<file path="src/rtl/mem_port_arbiter.sv">
// mem_port_arbiter
//   Shares one single-port, fixed-latency memory between the instruction
//   fetch (IF) requester and the data load/store (D) requester. Each access
//   runs through IDLE -> BUSY (MEM_LATENCY cycles) -> RESP (one cycle). The
//   owner of the access gets a one-cycle valid pulse in RESP.
//
//   Optional build macro: ARB_RR_EN
//     defined   - round-robin between IF and D on simultaneous requests
//     undefined - fixed priority, D wins over IF
//
// Ports
//   clk, rst_n                 clock (rising edge), async active-low reset
//   if_req, if_addr            fetch request / byte address
//   if_valid                   fetch response pulse (data on rsp_rdata)
//   d_req, d_we, d_addr,
//   d_wdata                    load/store request, write enable, address, data
//   d_valid, d_err             load/store response pulse, misalignment error
//   rsp_rdata                  response data shared by both requesters
//   mem_en, mem_we, mem_addr,
//   mem_wdata, mem_rdata       memory interface
//   busy                       FSM is not in IDLE
module mem_port_arbiter #(
    parameter int ADDR_W      = 32,
    parameter int DATA_W      = 32,
    parameter int MEM_LATENCY = 2
) (
    input  logic              clk,
    input  logic              rst_n,
    input  logic              if_req,
    input  logic [ADDR_W-1:0] if_addr,
    output logic              if_valid,
    input  logic              d_req,
    input  logic              d_we,
    input  logic [ADDR_W-1:0] d_addr,
    input  logic [DATA_W-1:0] d_wdata,
    output logic              d_valid,
    output logic              d_err,
    output logic [DATA_W-1:0] rsp_rdata,
    output logic              mem_en,
    output logic              mem_we,
    output logic [ADDR_W-1:0] mem_addr,
    output logic [DATA_W-1:0] mem_wdata,
    input  logic [DATA_W-1:0] mem_rdata,
    output logic              busy
);

    typedef enum logic [1:0] {
        IDLE = 2'd0,
        BUSY = 2'd1,
        RESP = 2'd2
    } state_t;

    localparam logic [3:0] CNT_INIT = 4'(MEM_LATENCY - 1);

    state_t            state_q, state_d;
    logic              own_d_q;   // 1 = access belongs to D, 0 = IF
    logic              we_q;
    logic              mis_q;     // misaligned D access: suppress memory, flag error
    logic [ADDR_W-1:0] addr_q;
    logic [DATA_W-1:0] wdata_q;
    logic [3:0]        cnt_q;
    logic [DATA_W-1:0] rdata_q;
    logic              gnt_any;
    logic              gnt_d;

    assign gnt_any = if_req | d_req;

`ifdef ARB_RR_EN
    logic last_gnt_d_q;  // 1 = last granted access went to D

    // On a tie the requester that did not win last time is served.
    assign gnt_d = d_req & (~if_req | ~last_gnt_d_q);

    always_ff @(posedge clk or negedge rst_n) begin
        if (!rst_n) begin
            last_gnt_d_q <= 1'b1;
        end else if (state_q == IDLE && gnt_any) begin
            last_gnt_d_q <= gnt_d;
        end
    end
`else
    assign gnt_d = d_req;
`endif

    always_ff @(posedge clk or negedge rst_n) begin
        if (!rst_n) begin
            state_q <= IDLE;
        end else begin
            state_q <= state_d;
        end
    end

    always_comb begin
        state_d = state_q;
        case (state_q)
            IDLE:    if (gnt_any) state_d = BUSY;
            BUSY:    if (cnt_q == 4'd0) state_d = RESP;
            RESP:    state_d = IDLE;
            default: state_d = IDLE;
        endcase
    end

    // Request latches and latency counter; requesters may change their
    // inputs during BUSY without affecting the access in flight.
    always_ff @(posedge clk or negedge rst_n) begin
        if (!rst_n) begin
            own_d_q <= 1'b0;
            we_q    <= 1'b0;
            mis_q   <= 1'b0;
            addr_q  <= '0;
            wdata_q <= '0;
            cnt_q   <= 4'd0;
            rdata_q <= '0;
        end else begin
            if (state_q == IDLE && gnt_any) begin
                own_d_q <= gnt_d;
                we_q    <= gnt_d & d_we;
                mis_q   <= gnt_d & (d_addr[1:0] != 2'b00);
                addr_q  <= gnt_d ? d_addr : if_addr;
                wdata_q <= d_wdata;
                cnt_q   <= CNT_INIT;
            end else if (state_q == BUSY) begin
                if (cnt_q != 4'd0) begin
                    cnt_q <= cnt_q - 4'd1;
                end else if (!we_q && !mis_q) begin
                    rdata_q <= mem_rdata;
                end
            end
        end
    end

    always_comb begin
        busy     = 1'b0;
        mem_en   = 1'b0;
        mem_we   = 1'b0;
        if_valid = 1'b0;
        d_valid  = 1'b0;
        d_err    = 1'b0;
        case (state_q)
            BUSY: begin
                busy   = 1'b1;
                mem_en = ~mis_q;
                mem_we = ~mis_q & own_d_q & we_q;
            end
            RESP: begin
                busy     = 1'b1;
                if_valid = ~own_d_q;
                d_valid  = own_d_q;
                d_err    = own_d_q & mis_q;
            end
            default: ;
        endcase
    end

    assign mem_addr  = addr_q;
    assign mem_wdata = wdata_q;
    assign rsp_rdata = rdata_q;

endmodule

</file>
<file path="config.mk">
export PLATFORM = sky130hd
export DESIGN_NAME = mem_port_arbiter
export DESIGN_NICKNAME = d
export VERILOG_FILES = /design/src/rtl/mem_port_arbiter.sv
export SDC_FILE = /design/constraint.sdc
export NUM_CORES = 1
export LEC_CHECK = 0
export ABC_AREA = 1
export CELL_PAD_IN_SITES_DETAIL_PLACEMENT = 1
export CELL_PAD_IN_SITES_GLOBAL_PLACEMENT = 1
export CORE_MARGIN = 3
export CORE_UTILIZATION = 25
export DETAILED_ROUTE_END_ITERATION = 16
export MAX_ROUTING_LAYER = met4
export PLACE_DENSITY_LB_ADDON = 0.1
export SLEW_MARGIN = 40
export SYNTH_ARGS = -nofsm -noshare
export SYNTH_HDL_FRONTEND = slang
export SYNTH_SLANG_ARGS = --single-unit
</file>
<file path="constraint.sdc">
create_clock -name clk -period 1.5 [get_ports clk]
set_input_delay 0.225 -clock clk [delete_from_list [all_inputs] [get_ports clk]]
set_output_delay 0.225 -clock clk [all_outputs]
set_load 0.02 [all_outputs]
</file>
==> flow_summary.ini <==
[sta]
worst_hold_slack_ps = 327
max_slew_margin_pct = 76.4
grt_setup_unrepaired = yes
setup_violations = 70
hold_viol_final = 0
final.period_utilization_pct = 106
period_needed_ps = 1590
worst_clock_skew_ps = 6.02
slew_viol_final = 0
slew_worst_pin_ps = 353
clock.fmax_mhz = 628
finalWorstSetupSlack_ps = -91.7

[routing]
drc = 0
firstDrtPassIters = 4
wl_per_cell_um = 16.6
drt_wl_total_um = 16900
dr_total_vias = 4552
first_iter_violations = 125
vias_per_cell = 4.46
ant_nets = 0

[clock_network]
tritoncts.num_buffers = 9
clock_root_buffer = clkbuf_16
numClockSinks = 105
path_clk_slew_ps = 70
htreeDepth = 3
cts_buffer_depth = 2
clk_latency_ps = 350
cts_tree = done

[logic_synthesis]
ys_async_sr_fraction_pct = 100
netlist.top_cell.by_area = dfrtp_1
synth_sequential_area_ratio_pct = 58.9
synth_simple_gate_area_share_pct = 28.9
syn-num-nets = 655
synth.area.mux_share_pct = 0
synth.distinct_cells = 20
mapped_cells = 518
post-synth-top-count-cell = nand2_1
synth_compound_area_share_pct = 5.75
ys.flop_type = dfrtp_1
netlist_top_cells_count = nand2_1, dfrtp_1, nor2_1
largest_family_of_logic_cells_by_synthesized_area = simple AND/OR/NAND/NOR gates
ys.warnings.count = 0
yosys.area_share.adder_pct = 1.12
synth_enable_flop_cells = 0
ys_ff_latch = 105
post_synth.cell_area_avg_um2 = 8.62
synth.top_cell.area_share_pct = 58.9
synthXorXnorAreaFrac_pct = 0
summed_instance_area_of_the_synthesized_netlist_um2 = 4460
cell_types_with_the_largest_area_share_after_synthesis = dfrtp_1, nand2_1, a31oi_1, nand3_1, nor2_1

[power]
cell_internal_pwr_uw = 10500
power.density_cell_area_nw_per_um2 = 2130
power_leakage_uw = 0.00399
p_seq_share_pct = 28.9
peakVddDrop_v = 0.000715
combinationalPowerShare_pct = 54.9
power.switching_fraction_pct = 41.1
design_power_total_uw = 17700
netSwitchingPower_uw = 7280
power_frac_clock_pct = 16.2

[status]
outcome = finished, violations left
failing_checks = setup timing

[hold_path]
timing.hold.worst.class = in -> async

[cells_and_area]
final_nets = 927
antenna-diode-count = 0
post_route_cells_drive_above_1_share_pct = 20.0
final-instance-count-excl-fill = 1020
layout-area-overhead-vs-synth_pct = 86.2

[place]
numPlacedInstances = 981
buffer_ports.inserted = 234
final_hpwl_dp_um = 11900
place_congestion = 0.768

[worst_setup_path]
critPathKind = reg -> out
critPathBufInv = 5
critPathTopFamily = buffers and inverters
worst_ep_required_time_ps = 1270
critical_path.most_common_cell = buf_6
critPathSlowestCell = dfrtp_1
crit_path_launch_type = register
cp-end-kind = output pin
timing.critical_path.cells = inv_2, buf_6, ha_4, nand2_4, buf_6, inv_2, buf_6
setup.reg_to_reg.worst_slack_ps = -90
crit_fanout = 2
worst-endpoint-arrival_ps = 1370
critical-path-max-stage-delay_ps = 390

[global_route]
groute.usage.overall_pct = 16.6
number_of_global_route_vias_before_repair = 4816
grt_antenna_before_repair = 0
grt_pass1_wl_um = 25500
gr-total-overflow = 0
grt_start_max_net_pins = 36

[floorplanning]
rows = 48
floorplan.initialDensity_pct = 25.7
io_pins = 235
die_width_um = 140
die_height_um = 140
area_of_the_die_um2 = 19500
coreArea_um2 = 17400

[job]
maxCapViolCount = 0
## sequential cells by signal, indices dropped and copies added (netlist names)
name and flops:
cnt_q 4, mem_addr 32, mem_wdata 32, mis_q 1, own_d_q 1, rsp_rdata 32, state_q 2, we_q 1
## per-stage QoR
step                instance area (um^2)  util [%]  TNS [ps]  worst slack (ps)
floorplan                           4460         -         0              59.0
global placement                    7290      42.0     -5950              -194
detailed placement                  7290      42.0     -7710              -246
CTS                                 7640      44.0     -3070             -87.0
global route                        8310      47.9     -9140              -175
finish                              8310      47.9     -2080             -91.7
## final cells by class
class / count / area [um^2]
Fill cell: 1961 / 9040
Timing Repair Buffer: 291 / 3080
Sequential cell: 105 / 2630
Multi-Input combinational cell: 369 / 1900
Tap cell: 225 / 282
Clock buffer: 11 / 233
Clock inverter: 5 / 128
Inverter: 14 / 57.6
## cell families after synthesis
group                    count (synthesis)
buffers and inverters                   44
flip-flops                             105
adder cells (fa/ha/maj)                  4
AND/OR/NAND/NOR                        323
AO/OA/AOI/OAI                           42
## layer usage
layer  vias to the layer above  global-route usage, %  wire length [um]
li1                       2198                      -                 -
met1                      2194                   20.4              7240
met2                       149                   26.7              8320
met3                        11                   5.05              1200
met4                         0                   4.44               180
met5                         -                      -                 0
## final timing paths
path | end | from | cells after the start
min in group clk | mem_wdata[23] | d_wdata[23] | 3
hold / removal | rsp_rdata[6] | rst_n | 2
setup / recovery | mem_en | state_q[1] | 7
hold reg to reg | rsp_rdata[0] | rsp_rdata[0] | 2
max in group asynchronous | state_q[0] | rst_n | 3
setup reg to reg | mem_addr[5] | state_q[1] | 9
## cell usage in the layout (no fill, tap or decap), types with 2 or more instances in the layout
cell type,n
dfrtp_1,104
nand3_1,35
ha_4,4
nand2_1,192
nor2_1,29
clkbuf_1,2
inv_1,8
buf_4,19
dlygate4sd2_1,96
nand2_2,45
clkdlybuf4s50_1,131
buf_12,15
nor2_4,5
nor2_2,9
inv_2,4
buf_8,4
o21ai_1,2
clkbuf_16,18
inv_4,2
bufinv_16,4
o21ai_0,4
buf_6,14
nand2_4,5
a31oi_1,29
a31oi_4,3
## power by group through the flow
stage          clock (uW)  combinational (uW)  sequential [uW]
2_1_floorplan           0                2710             6580
3_3_place_gp            0                8670             5010
3_5_place_dp            0                8850             5080
4_1_cts              2950                8250             5010
5_1_grt              3090               10500             5320
6_report             2870                9740             5120
## timing repair
item                                    CTS  global route
gates resized for setup                 151            94
pin swaps                                 4            18
gates cloned                              1            14
hold endpoints to repair                 20             0
endpoints found under the setup margin  197           109
hold buffers                              1             0
setup buffers                             2             6
(Power assumes the default switching activity.)
